File: src/rtl/regfile_write_scheduler_pkg.sv
// Shared constants and types for the register file write scheduler.
// The requester index map is fixed: ALU, then load, then debug.
package regfile_pkg;
    localparam int DEF_NUM_REQ = 3;
    localparam int DEF_ADDR_W  = 5;
    localparam int DEF_DATA_W  = 32;

    localparam int REQ_ALU  = 0;
    localparam int REQ_LOAD = 1;
    localparam int REQ_DBG  = 2;

    typedef logic [DEF_ADDR_W-1:0] reg_addr_t;
    typedef logic [DEF_DATA_W-1:0] reg_data_t;
endpackage

File: src/rtl/regfile_write_scheduler_if.sv
// Writeback requester bundle between the writeback sources and the scheduler.
// The source data of requester i occupies slice [i*W +: W] of the packed buses.
interface regfile_write_scheduler_if
    import regfile_pkg::*;
#(
    parameter int NUM_REQ = DEF_NUM_REQ,
    parameter int ADDR_W  = DEF_ADDR_W,
    parameter int DATA_W  = DEF_DATA_W
);
    // Handshake: requester i transfers when req_valid[i] && req_ready[i] at a
    // rising edge. It holds valid/rd/data stable until granted. req_ready is
    // one-hot or zero, is only set where req_valid is set, and depends only on
    // req_valid and the arbiter pointer.
    logic [NUM_REQ-1:0]        req_valid;
    logic [NUM_REQ*ADDR_W-1:0] req_rd;
    logic [NUM_REQ*DATA_W-1:0] req_data;
    logic [NUM_REQ-1:0]        req_ready;

    modport master (output req_valid, output req_rd, output req_data, input req_ready);
    modport slave  (input req_valid, input req_rd, input req_data, output req_ready);
endinterface

File: src/rtl/regfile_write_scheduler_rr_arbiter.sv
// Round-robin arbiter: one-hot grant searched from the priority pointer
// upwards with wrap; the pointer moves past the winner when advance is high.
module rr_arbiter #(
    parameter  int N  = 3,
    localparam int PW = (N > 1) ? $clog2(N) : 1
) (
    input  logic         clk,
    input  logic         rst_n,
    input  logic [N-1:0] req,
    input  logic         advance,
    output logic [N-1:0] grant
);
    logic [PW-1:0] ptr;
    logic [PW-1:0] ptr_nxt;
    logic [PW-1:0] idx;
    logic [PW-1:0] gidx;
    logic          found;

    always_comb begin
        grant = '0;
        idx   = '0;
        gidx  = '0;
        found = 1'b0;
        for (int i = 0; i < N; i++) begin
            idx = PW'((int'(ptr) + i) % N);
            if (!found && req[idx]) begin
                grant[idx] = 1'b1;
                gidx       = idx;
                found      = 1'b1;
            end
        end
        ptr_nxt = (int'(gidx) == N - 1) ? '0 : gidx + PW'(1);
    end

    always_ff @(posedge clk or negedge rst_n) begin
        if (!rst_n) begin
            ptr <= '0;
        end else if (advance) begin
            ptr <= ptr_nxt;
        end
    end
endmodule

File: src/rtl/regfile_write_scheduler.sv
// Arbitrates writeback requesters onto the single register file write port
// and tracks pending destinations so decode can stall on RAW hazards.
module regfile_write_scheduler
    import regfile_pkg::*;
#(
    parameter int NUM_REQ = DEF_NUM_REQ,
    parameter int ADDR_W  = DEF_ADDR_W,
    parameter int DATA_W  = DEF_DATA_W
) (
    input  logic                     clk,
    input  logic                     rst_n,
    regfile_write_scheduler_if.slave wb,
    input  logic                     issue_valid,
    input  logic [ADDR_W-1:0]        issue_rd,
    input  logic [ADDR_W-1:0]        rs1,
    input  logic [ADDR_W-1:0]        rs2,
    output logic                     rs1_busy,
    output logic                     rs2_busy,
    output logic                     hazard,
    output logic                     rf_we,
    output logic [ADDR_W-1:0]        rf_rd,
    output logic [DATA_W-1:0]        rf_wdata
);
    localparam int NREG = 1 << ADDR_W;

    logic [NUM_REQ-1:0] grant;
    logic               advance;
    logic [ADDR_W-1:0]  sel_rd;
    logic [DATA_W-1:0]  sel_data;
    logic [NREG-1:0]    pend;
    logic [NREG-1:0]    pend_nxt;

    rr_arbiter #(.N(NUM_REQ)) u_arb (
        .clk     (clk),
        .rst_n   (rst_n),
        .req     (wb.req_valid),
        .advance (advance),
        .grant   (grant)
    );

    assign wb.req_ready = grant;
    assign advance      = |grant;

    always_comb begin
        sel_rd   = '0;
        sel_data = '0;
        for (int i = 0; i < NUM_REQ; i++) begin
            if (grant[i]) begin
                sel_rd   = wb.req_rd[i*ADDR_W +: ADDR_W];
                sel_data = wb.req_data[i*DATA_W +: DATA_W];
            end
        end
    end

    // A granted write to x0 is consumed but never reaches the register file.
    always_ff @(posedge clk or negedge rst_n) begin
        if (!rst_n) begin
            rf_we    <= 1'b0;
            rf_rd    <= '0;
            rf_wdata <= '0;
        end else begin
            rf_we <= advance && (sel_rd != '0);
            if (advance) begin
                rf_rd    <= sel_rd;
                rf_wdata <= sel_data;
            end
        end
    end

    // Set is applied after clear so a newer producer of the same register wins.
    always_comb begin
        pend_nxt = pend;
        if (rf_we) begin
            pend_nxt[rf_rd] = 1'b0;
        end
        if (issue_valid && issue_rd != '0) begin
            pend_nxt[issue_rd] = 1'b1;
        end
        pend_nxt[0] = 1'b0;
    end

    always_ff @(posedge clk or negedge rst_n) begin
        if (!rst_n) begin
            pend <= '0;
        end else begin
            pend <= pend_nxt;
        end
    end

    assign rs1_busy = pend[rs1];
    assign rs2_busy = pend[rs2];
    assign hazard   = rs1_busy | rs2_busy;
endmodule

File: src/flat_wrapper.sv
// flat-port wrapper written by rule: the top's interface ports become plain ports
module regfile_write_scheduler_flat import regfile_pkg::*;
#(
    parameter int NUM_REQ = DEF_NUM_REQ,
    parameter int ADDR_W  = DEF_ADDR_W,
    parameter int DATA_W  = DEF_DATA_W
)
  (clk, rst_n, issue_valid, issue_rd, rs1, rs2, rs1_busy, rs2_busy, hazard, rf_we, rf_rd, rf_wdata, wb_req_valid, wb_req_rd, wb_req_data, wb_req_ready);
  regfile_write_scheduler_if #(.NUM_REQ(NUM_REQ), .ADDR_W(ADDR_W), .DATA_W(DATA_W)) wb_i ();
  input  logic clk;
  input  logic rst_n;
  input  logic issue_valid;
  input  logic [ADDR_W-1:0] issue_rd;
  input  logic [ADDR_W-1:0] rs1;
  input  logic [ADDR_W-1:0] rs2;
  output logic rs1_busy;
  output logic rs2_busy;
  output logic hazard;
  output logic rf_we;
  output logic [ADDR_W-1:0] rf_rd;
  output logic [DATA_W-1:0] rf_wdata;
  input wire logic [$bits(wb_i.req_valid)-1:0] wb_req_valid;
  input wire logic [$bits(wb_i.req_rd)-1:0] wb_req_rd;
  input wire logic [$bits(wb_i.req_data)-1:0] wb_req_data;
  output wire logic [$bits(wb_i.req_ready)-1:0] wb_req_ready;
  assign wb_i.req_valid = wb_req_valid;
  assign wb_i.req_rd = wb_req_rd;
  assign wb_i.req_data = wb_req_data;
  assign wb_req_ready = wb_i.req_ready;
  regfile_write_scheduler #(.NUM_REQ(NUM_REQ), .ADDR_W(ADDR_W), .DATA_W(DATA_W)) u_core (.clk(clk), .rst_n(rst_n), .wb(wb_i), .issue_valid(issue_valid), .issue_rd(issue_rd), .rs1(rs1), .rs2(rs2), .rs1_busy(rs1_busy), .rs2_busy(rs2_busy), .hazard(hazard), .rf_we(rf_we), .rf_rd(rf_rd), .rf_wdata(rf_wdata));
endmodule
File: config.mk
export PLATFORM = sky130hd
export DESIGN_NAME = regfile_write_scheduler_flat
export DESIGN_NICKNAME = d
export VERILOG_FILES = /design/src/rtl/regfile_write_scheduler_pkg.sv /design/src/rtl/regfile_write_scheduler_if.sv /design/src/rtl/regfile_write_scheduler_rr_arbiter.sv /design/src/rtl/regfile_write_scheduler.sv /design/src/flat_wrapper.sv
export SDC_FILE = /design/constraint.sdc
export NUM_CORES = 1
export LEC_CHECK = 0
export CAP_MARGIN = 0
export CORE_ASPECT_RATIO = 0.75
export CORE_MARGIN = 2
export CORE_UTILIZATION = 43
export DETAILED_ROUTE_END_ITERATION = 8
export PLACE_DENSITY = 0.88
export SLEW_MARGIN = 20
export SYNTH_ARGS = -nofsm -noshare
export SYNTH_HDL_FRONTEND = slang
export SYNTH_HIERARCHICAL = 1
export SYNTH_SLANG_ARGS = --single-unit
File: constraint.sdc
create_clock -name clk -period 3.1 [get_ports clk]
set_input_delay 0.31 -clock clk [delete_from_list [all_inputs] [get_ports clk]]
set_output_delay 0.31 -clock clk [all_outputs]
set_load 0.005 [all_outputs]
==> reports/results.tsv, run 1 <==
stage	metric	value	unit
run_status	outcome	complete, but fails checks	
run_status	failing checks	hold timing	
sta	WHS	-4.425	ps
final_layout	register area	1777	um^2
clock_tree	Num CTS Buffers	9	
logic_synthesis	Mapped Area	4003	um^2
floorplanning	# rows	30	
place	PortBufs	175	
logic_synthesis	Seq/Total Area, Yosys	0.4439	
logic_synthesis	synthesized area per cell	9.396	um^2
clock_tree	H-tree level count	3	
power_and_ir_drop	worst vdd ir	0.0006953	V
floorplanning	chip height	87.56	um
logic_synthesis	Yosys cell types	45	
clock_tree	Skew-Pair Late Insertion Delay	330	ps
final_layout	number of diodes	0	
sta	Worst Max-Slew Pin Slew	592.0	ps
power_and_ir_drop	Pwr Total	6.926	mW
logic_synthesis	syn_nets	562	
floorplanning	Die X	115.4	um
power_and_ir_drop	Power Density	1105	nW/um^2
place	Post-DP HPWL	10.10	mm
clock_tree	Hold-fix buffers, CTS	0	
power_and_ir_drop	Leak	2.390	nW
clock_tree	Clock Sinks	71	
logic_synthesis	asr flop ratio synth	1.000	
setup_path	CP max FO	8	
place	Placer Congestion	0.8532	
sta	final worst path period need	3029	ps
clock_tree	TritonCTS clock tree	built	
hold_path	Worst Hold Class	input pin to async pin	
logic_synthesis	most frequent cell after synthesis	dfrtp_1	
final_layout	# fillers	657	
clock_tree	clock slew at reported path FFs	60	ps
final_layout	synth-to-layout area growth	56.67	%
setup_path	reg2reg setup slack	160	ps
global_routing	first-pass GRT wire length	21.94	mm
final_layout	Nets	730	
floorplanning	I/O pins	176	
logic_synthesis	area leader, netlist	dfrtp_1	
routing	via count	4358	
logic_synthesis	Post-synth EDFFs	0	
setup_path	crit path capture type	output pin	
routing	drt pass-1 iters	7	
routing	drt wl/cell	19.37	um
routing	drt drc	0	
logic_synthesis	Area contributors post-synth	dfrtp_1 44%, o22ai_1 10%, o21ai_0 8.8%	
logic_synthesis	top_reg_cell synth	dfrtp_1	
run	MaxCap Viol Count	0	
logic_synthesis	top cells by count, synth	71 x dfrtp_1, 70 x o21ai_0, 64 x o22ai_1	
global_routing	vias in the first global route	4360	
setup_path	Worst EP arrival	2720	ps
sta	Fin Clk Skew	9.016	ps
sta	number of hold violations in the final report	5	
final_layout	share of cells above drive strength 1	0.08514	
sta	# setup viols final	0	
clock_tree	maximum clock path buffer count	2	
sta	Relative slew margins	0.6041	
global_routing	Congestion Overflow GR	0	
setup_path	Required @ worst endpoint	2790	ps
logic_synthesis	Post-Synthesis Cells	426	
floorplanning	Initial Util	0.4425	
setup_path	startpoint types	flip-flop	
sta	fin. max-slew vios	0	
global_routing	gr usage total	0.2779	
global_routing	largest net degree at the start of global routing	72	
routing	Post-Route WL	14.08	mm
sta	Fmax	0.3301	GHz
setup_path	critical path class	flip-flop to output pin	
clock_tree	Root Buffer Master	clkbuf_16	
setup_path	FF-to-FF End	u_core/rf_wdata[20]	
floorplanning	CORE AREA	9046	um^2
global_routing	antenna violations before repair	0	
routing	Vias/cell	5.994	
final_layout	Multi-input gate area	2127	um^2
sta	fin crit share	0.9772	
routing	drt first-iter violations	273	
logic_synthesis	#FFs+latches synth	71	
floorplanning	DIE AREA	10100	um^2
final_layout	Core Util, Final	0.6932	
setup_path	R2R depth	11	
setup_path	worst flop-to-flop path startpoint	u_core/u_arb/ptr[0]	
logic_synthesis	Yosys top cell area share	0.4439	
logic_synthesis	Warnings, synthesis	6	
routing	Final ANT Viol Nets	0	
cell families (layout without fill, tap and decap cells):
kind of cell,count (synthesis),count (layout),synth area share
simple gates,84,84,0.1207
compound gates,201,201,0.2923
flops,71,71,0.4439
buf+inv,37,210,0.03907
fa+ha+maj,4,4,0.01250
mux,29,29,0.09159
layout make-up:
cell class / instances / share of cell area
Timing Repair Buffer: 186 / 0.2983
Multi-Input combinational cell: 318 / 0.3392
Tap cell: 128 / 0.02554
Inverter: 8 / 0.004789
Clock buffer: 10 / 0.03811
Sequential cell: 71 / 0.2833
Clock inverter: 6 / 0.01077
layout by cell type (no fill, tap or decap), types with 12 or more instances in the layout:
cell type        netlist  final
a21oi_1               36     36
clkdlybuf4s50_1        0    174
dfrtp_1               71     71
mux2i_1               22     21
nand2_1               16     16
nand3_1               15     15
nand3b_1              12     12
o21ai_0               70     70
o22ai_1               64     64
how the worst max path moves through the flow:
| stage | from | to | slack [ps] |
|---|---|---|---|
| floorplan | u_core/u_arb/ptr[0] | u_core/u_arb/ptr[0] | 280 |
| global placement | rs1[0] | hazard | 160 |
| detailed placement | wb_req_valid[2] | u_core/rf_wdata[1] | 80 |
| CTS | u_core/u_arb/ptr[1] | wb_req_ready[0] | 30 |
| global route | u_core/u_arb/ptr[0] | wb_req_ready[0] | -70 |
| finish | u_core/u_arb/ptr[0] | wb_req_ready[1] | 70 |
where the power goes:
group / switching [mW] / total, mW / internal (mW) / leakage (nW)
Combinational: 2.08 / 4.04 / 1.96 / 1.44
Sequential: 0.403 / 1.84 / 1.44 / 0.800
Clock: 0.404 / 1.05 / 0.647 / 0.145
flip-flops by register name (all words and copies together) (netlist names):
signal	flops
u_core/pend	31
u_core/rf_rd	5
u_core/rf_wdata	32
u_core/rf_we	1
u_core/u_arb/ptr	2
repair_timing:
action	CTS	global route
pin swaps	0	1
endpoints found under the setup margin	1	37
gates resized for setup	1	11
setup buffers	0	2
hold endpoints to repair	0	0
cloned	0	0
stage by stage:
stage	instances	setup TNS (ps)	cell area (um^2)	worst slack (ps)	hold WS (ps)
final	727	0	6271	70.80	-4.425
after global routing	727	-125.1	6271	-74.44	25.16
after CTS	725	0	6201	32.90	12.15
after detailed placement	709	0	5888	82.27	368.4
after global placement	709	0	5888	160.5	362.1
after floorplan	426	0	4003	280.6	14.41
layer usage:
metal / up-vias / global-route usage / part of all wire
li1: 1981 / - / -
met1: 2123 / 0.3448 / 0.38
met2: 226 / 0.4662 / 0.50
met3: 28 / 0.08581 / 0.095
met4: 0 / 0.09310 / 0.027
met5: - / 0 / 0
worst max-delay path, stage by stage (launching register included):
cell,delay (ps)
dfrtp_1,430
inv_1,130
ha_2,290
buf_4,170
nor3b_2,230
a21boi_1,210
a211oi_1,70
o21ai_1,170
buf_4,190
clkdlybuf4s50_1,500
No activity file was read; power rests on OpenSTA's default activity.
==> run 2, diff against run 1 <==
--- a/config.mk
+++ b/config.mk
@@ -6,13 +6,12 @@
 export NUM_CORES = 1
 export LEC_CHECK = 0
 export CAP_MARGIN = 0
-export CORE_ASPECT_RATIO = 0.75
 export CORE_MARGIN = 2
 export CORE_UTILIZATION = 43
 export DETAILED_ROUTE_END_ITERATION = 8
-export PLACE_DENSITY = 0.88
+export GPL_TIMING_DRIVEN = 1
+export PLACE_DENSITY = 0.87
 export SLEW_MARGIN = 20
 export SYNTH_ARGS = -nofsm -noshare
 export SYNTH_HDL_FRONTEND = slang
-export SYNTH_HIERARCHICAL = 1
 export SYNTH_SLANG_ARGS = --single-unit
==> reports/results.tsv, run 2 <==
stage	metric	value	unit
sta	unrepaired setup endpoints after global routing	yes	
floorplanning	I/O pins	176	
global_routing	antenna violations before repair	0	
final_layout	Core Util, Final	0.6853	
setup_path	critical path class	input pin to output pin	
power_and_ir_drop	Leak	2.411	nW
logic_synthesis	Seq/Total Area, Yosys	0.4320	
final_layout	commonest non-fill, non-tap cell in the layout	clkdlybuf4s50_1	
floorplanning	chip height	101.8	um
routing	Vias/cell	6.047	
clock_tree	clock slew at reported path FFs	70	ps
logic_synthesis	Area contributors post-synth	dfrtp_1 43%, mux4_2 9.9%, o21ai_0 8.3%	
sta	Fin Clk Skew	15.87	ps
logic_synthesis	area leader, netlist	dfrtp_1	
sta	fin. max-slew vios	0	
logic_synthesis	most frequent cell after synthesis	dfrtp_1	
final_layout	Nets	701	
logic_synthesis	synthesized area per cell	10.44	um^2
setup_path	Required @ worst endpoint	2790	ps
power_and_ir_drop	Comb power frac	0.624	
clock_tree	Skew-Pair Late Insertion Delay	350	ps
power_and_ir_drop	switching share of power	0.4316	
sta	Worst Max-Slew Pin Slew	846.8	ps
clock_tree	Num CTS Buffers	9	
clock_tree	Clock Sinks	71	
power_and_ir_drop	Pwr Total	7.190	mW
power_and_ir_drop	worst vdd ir	0.001015	V
logic_synthesis	Yosys cell types	46	
setup_path	crit path capture type	output pin	
power_and_ir_drop	clock share of power	0.112	
power_and_ir_drop	Seq pwr share	0.264	
logic_synthesis	#FFs+latches synth	71	
clock_tree	maximum clock path buffer count	2	
routing	drt first-iter violations	294	
setup_path	CP max FO	4	
clock_tree	Root Buffer Master	clkbuf_8	
sta	fin crit share	0.9804	
final_layout	Layout Cells excl Fill	700	
sta	Relative slew margins	0.4355	
logic_synthesis	Warnings, synthesis	0	
final_layout	most frequent cells in the layout	171 x clkdlybuf4s50_1, 70 x dfrtp_1, 68 x o21ai_0	
logic_synthesis	Mapped Area	4113	um^2
global_routing	first-pass GRT wire length	21.31	mm
floorplanning	DIE AREA	10360	um^2
hold_path	Worst Hold Class	input pin to async pin	
global_routing	Congestion Overflow GR	0	
floorplanning	Die X	101.8	um
routing	drt pass-1 iters	6	
floorplanning	Initial Util	0.4451	
sta	number of hold violations in the final report	0	
logic_synthesis	Post-synth EDFFs	0	
logic_synthesis	syn_nets	530	
final_layout	Biggest register	u_core.rf_wdata	
final_layout	max reg flops	32	
setup_path	Worst EP arrival	2730	ps
logic_synthesis	Yosys top cell area share	0.4320	
routing	Final ANT Viol Nets	0	
final_layout	synth-to-layout area growth	53.97	%
sta	final worst path period need	3039	ps
routing	Post-Route WL	14.01	mm
logic_synthesis	Post-Synthesis Cells	394	
run_status	outcome	finished, final reports clean	
power_and_ir_drop	Switching Power	3.104	mW
place	Post-DP HPWL	10.39	mm
global_routing	largest net degree at the start of global routing	38	
sta	worst setup margin	60.86	ps
logic_synthesis	top_reg_cell synth	dfrtp_1	
logic_synthesis	asr flop ratio synth	1.000	
clock_tree	Hold-fix buffers, CTS	0	
place	PortBufs	175	
power_and_ir_drop	Power Density	1135	nW/um^2
floorplanning	CORE AREA	9240	um^2
routing	via count	4233	
power_and_ir_drop	internal power	4.086	mW
sta	# setup viols final	0	
setup_path	startpoint types	input pin	
final_layout	share of cells above drive strength 1	0.1670	
clock_tree	H-tree level count	3	
clock_tree	TritonCTS clock tree	built	
place	Placer Congestion	0.9958	
global_routing	vias in the first global route	4256	
floorplanning	# rows	35	
sta	Fmax	0.3290	GHz
logic_synthesis	top cells by count, synth	71 x dfrtp_1, 68 x o21ai_0, 35 x o22ai_1	
place	worst slack, placed	-114.8	ps
final_layout	largest registers	u_core.rf_wdata x32, u_core.pend x31, u_core.rf_rd x5	
clock_tree	# Post-CTS Setup Buffers	0	
routing	drt drc	0	
global_routing	gr usage total	0.2700	
routing	drt wl/cell	20.02	um
setup_path	reg2reg setup slack	470	ps
place	dpl cells	681	
run	MaxCap Viol Count	0	
## run 2: cell type report
type                       instances  area (um^2)
inverter                           9        36.28
timing repair buffer             187         1942
clock inverter                     5        83.83
sequential                        71         1778
antenna                            2        5.005
multi-input combinational        287         2198
clock buffer                      10        127.6
tap                              129        161.4
fill                             685         2908
## run 2: logic make-up (layout without fill, tap and decap cells)
group / count (synthesis) / count (layout) / share of synthesized area
AO/OA/AOI/OAI: 187 / 187 / 0.2936
other: 0 / 2 / 0
flip-flops: 71 / 71 / 0.4320
multiplexers: 25 / 25 / 0.1180
adder cells (fa/ha/maj): 4 / 4 / 0.01217
AND/OR/NAND/NOR: 71 / 71 / 0.1019
buffers and inverters: 36 / 211 / 0.04229
## run 2: power groups by stage
stage,Sequential [mW],Combinational (mW),Clock [mW]
3_3_place_gp,1.85,4.22,0
2_1_floorplan,1.73,2.98,0
3_5_place_dp,1.88,4.38,0
4_1_cts,1.86,4.41,0.802
6_report,1.90,4.48,0.804
5_1_grt,1.95,4.87,0.845
## run 2: stage by stage
step	hold WS (ps)	setup TNS (ps)	area (um^2)
floorplan	14.41	0	4113
global placement	433.4	-72.32	6011
detailed placement	464.7	-114.8	6011
CTS	91.16	0	6290
global route	121.1	-20.55	6327
finish	64.89	0	6332
## run 2: critical path, cell delays in order
cell and delay [ps]:
clkdlybuf4s15_1 240, bufbuf_16 280, mux4_2 480, mux4_2 480
mux2_2 290, or2_1 210, clkdlybuf4s50_1 440
## run 2: final timing paths
kind / to / startpoint / depth (start not counted)
max: hazard / rs2[0] / 7
min: u_core.pend[25] / rst_n / 1
max reg2reg: u_core.rf_wdata[10] / u_core.u_arb.ptr[0] / 11
min reg2reg: u_core.pend[16] / u_core.pend[16] / 2
max in group asynchronous: u_core.u_arb.ptr[0] / rst_n / 2
min in group clk: u_core.pend[16] / u_core.pend[16] / 2
## run 2: layer usage
metal | up-vias | track usage | part of all wire
met5 | - | 0 | 0
met4 | 0 | 0.1299 | 0.037
li1 | 1880 | - | -
met1 | 2015 | 0.2960 | 0.34
met3 | 60 | 0.08420 | 0.10
met2 | 278 | 0.4737 | 0.52
## run 2: what timing repair did
| action | in CTS | in global routing |
|---|---|---|
| pin swaps | 0 | 1 |
| resized for setup | 4 | 13 |
| setup endpoints to repair | 3 | 4 |
| gates cloned | 2 | 0 |
==> run 3, diff against run 2 <==
--- a/config.mk
+++ b/config.mk
@@ -11,6 +11,7 @@
 export DETAILED_ROUTE_END_ITERATION = 8
 export GPL_TIMING_DRIVEN = 1
 export PLACE_DENSITY = 0.87
+export SETUP_SLACK_MARGIN = 0.1
 export SLEW_MARGIN = 20
 export SYNTH_ARGS = -nofsm -noshare
 export SYNTH_HDL_FRONTEND = slang
==> reports/results.tsv, run 3 (same netlist as run 2, synthesis figures left out) <==
stage	metric	value	unit
floorplanning	Initial Util	0.4451	
final_layout	# fillers	681	
setup_path	CP max stage delay	550	ps
global_routing	antenna violations before repair	0	
setup_path	reg2reg setup slack	560	ps
routing	drt wl/cell	20.24	um
routing	drt pass-1 iters	5	
floorplanning	I/O pins	176	
sta	number of hold violations in the final report	0	
power_and_ir_drop	Pwr Total	7.302	mW
sta	Relative slew margins	0.4404	
sta	Fmax	0.3456	GHz
setup_path	crit path from	u_core.u_arb.ptr[1]	
run	MaxCap Viol Count	0	
routing	drt first-iter violations	316	
floorplanning	DIE AREA	10360	um^2
floorplanning	# rows	35	
place	worst slack, placed	-114.8	ps
routing	drt drc	0	
final_layout	register area	1777	um^2
sta	fin crit share	0.9335	
setup_path	worst flop-to-flop path startpoint	u_core.u_arb.ptr[1]	
final_layout	most frequent cells in the layout	170 x clkdlybuf4s50_1, 71 x dfrtp_1, 68 x o21ai_0	
power_and_ir_drop	worst vdd ir	0.001010	V
setup_path	startpoint types	flip-flop	
routing	Final ANT Viol Nets	0	
final_layout	largest registers	u_core.rf_wdata x32, u_core.pend x31, u_core.rf_rd x5	
setup_path	Required @ worst endpoint	2790	ps
routing	via count	4322	
sta	worst setup margin	206.2	ps
clock_tree	Clock Sinks	71	
global_routing	gr usage total	0.2711	
sta	fin. max-slew vios	0	
sta	# setup viols final	0	
final_layout	share of cells above drive strength 1	0.1745	
place	PortBufs	175	
hold_path	Worst Hold Class	input pin to async pin	
global_routing	first-pass GRT wire length	21.39	mm
setup_path	top cell family by delay on the critical path	buffers and inverters	
setup_path	Worst EP arrival	2580	ps
clock_tree	H-tree level count	3	
routing	Vias/cell	6.139	
global_routing	Congestion Overflow GR	0	
clock_tree	maximum clock path buffer count	2	
sta	Fin Clk Skew	15.69	ps
setup_path	R2R depth	11	
final_layout	synth-to-layout area growth	55.34	%
floorplanning	chip height	101.8	um
global_routing	largest net degree at the start of global routing	38	
floorplanning	CORE AREA	9240	um^2
clock_tree	Skew-Pair Late Insertion Delay	350	ps
setup_path	critical path class	flip-flop to output pin	
setup_path	Worst Path Buf+Inv	3	
run_status	outcome	finished, final reports clean	
setup_path	crit path capture type	output pin	
place	Post-DP HPWL	10.39	mm
sta	Worst Max-Slew Pin Slew	839.3	ps
sta	final worst path period need	2894	ps
final_layout	Multi-input gate area	2226	um^2
clock_tree	TritonCTS clock tree	built	
clock_tree	clock slew at reported path FFs	80	ps
sta	unrepaired setup endpoints after global routing	yes	
setup_path	FF-to-FF End	u_core.rf_wdata[10]	
power_and_ir_drop	Power Density	1143	nW/um^2
final_layout	commonest non-fill, non-tap cell in the layout	clkdlybuf4s50_1	
global_routing	vias in the first global route	4277	
sta	setup TNS	0	ps
clock_tree	Num CTS Buffers	9	
final_layout	max reg flops	32	
place	Placer Congestion	0.9958	
setup_path	CP max FO	9	
final_layout	Biggest register	u_core.rf_wdata	
clock_tree	Hold-fix buffers, CTS	0	
clock_tree	Root Buffer Master	clkbuf_8	
floorplanning	Die X	101.8	um
power_and_ir_drop	Leak	2.438	nW
final_layout	Nets	705	
routing	Post-Route WL	14.25	mm
setup_path	critical path, cell by cell	inv_1 -> ha_4 -> mux2i_4 -> o22a_1 -> o211ai_1 -> nand2_2 -> inv_4 -> clkdlybuf4s50_1	
setup_path	CP max-delay cell	clkdlybuf4s50_1	
==> run 3: cell types whose count changed in the layout (fill, tap and decap cells not counted), sizes merged <==
cell / previous run / this run
clkdlybuf4s50: 171 / 170
clkbuf: 11 / 12
buf: 11 / 15
dlymetal6s2s: 1 / 2
clkdlybuf4s15: 1 / 0
==> run 3: worst max path at each step <==
stage	slack, ps	cells after the start	to
2_1_floorplan	670	10	u_core.rf_we
3_3_place_gp	-70	7	hazard
3_5_place_dp	-110	7	hazard
4_1_cts	20	7	hazard
5_1_grt	70	8	wb_req_ready[1]
6_report	210	8	wb_req_ready[1]
==> run 3: area by class of cell <==
class	instances	share of cell area
multi-input combinational	287	0.3484
timing repair buffer	191	0.3083
sequential	71	0.2781
tap	129	0.02526
clock buffer	10	0.01998
clock inverter	5	0.01312
inverter	9	0.006071
antenna	2	0.0007834
==> run 3: routing by layer <==
metal,vias to the layer above,GRT usage,part of all wire
met3,70,0.08558,0.097
met4,0,0.1310,0.044
met2,291,0.4752,0.52
met1,2071,0.2964,0.34
met5,-,0,0
li1,1890,-,-
==> run 3: where the power goes <==
part           internal (mW)  switching [mW]  total (mW)
logic                   2.24            2.36        4.60
registers               1.46           0.442        1.90
clock network          0.450           0.351       0.801
==> run 3: stage by stage <==
| step | util | instance area, um^2 | hold WS [ps] | std cells |
|---|---|---|---|---|
| after floorplan | - | 4113 | 14.41 | 394 |
| after global placement | 0.6505 | 6011 | 433.4 | 681 |
| after detailed placement | 0.6505 | 6011 | 464.7 | 681 |
| after CTS | 0.6833 | 6314 | 91.16 | 699 |
| after global routing | 0.6909 | 6384 | 121.1 | 702 |
| final | 0.6914 | 6389 | 67.01 | 704 |
==> run 3: what timing repair did <==
action                                  4_1_cts  5_1_grt
buffers inserted                              1        3
resized for setup                             7       16
endpoints found under the setup margin        4        4
cloned                                        2        0
pin swaps                                     0        2
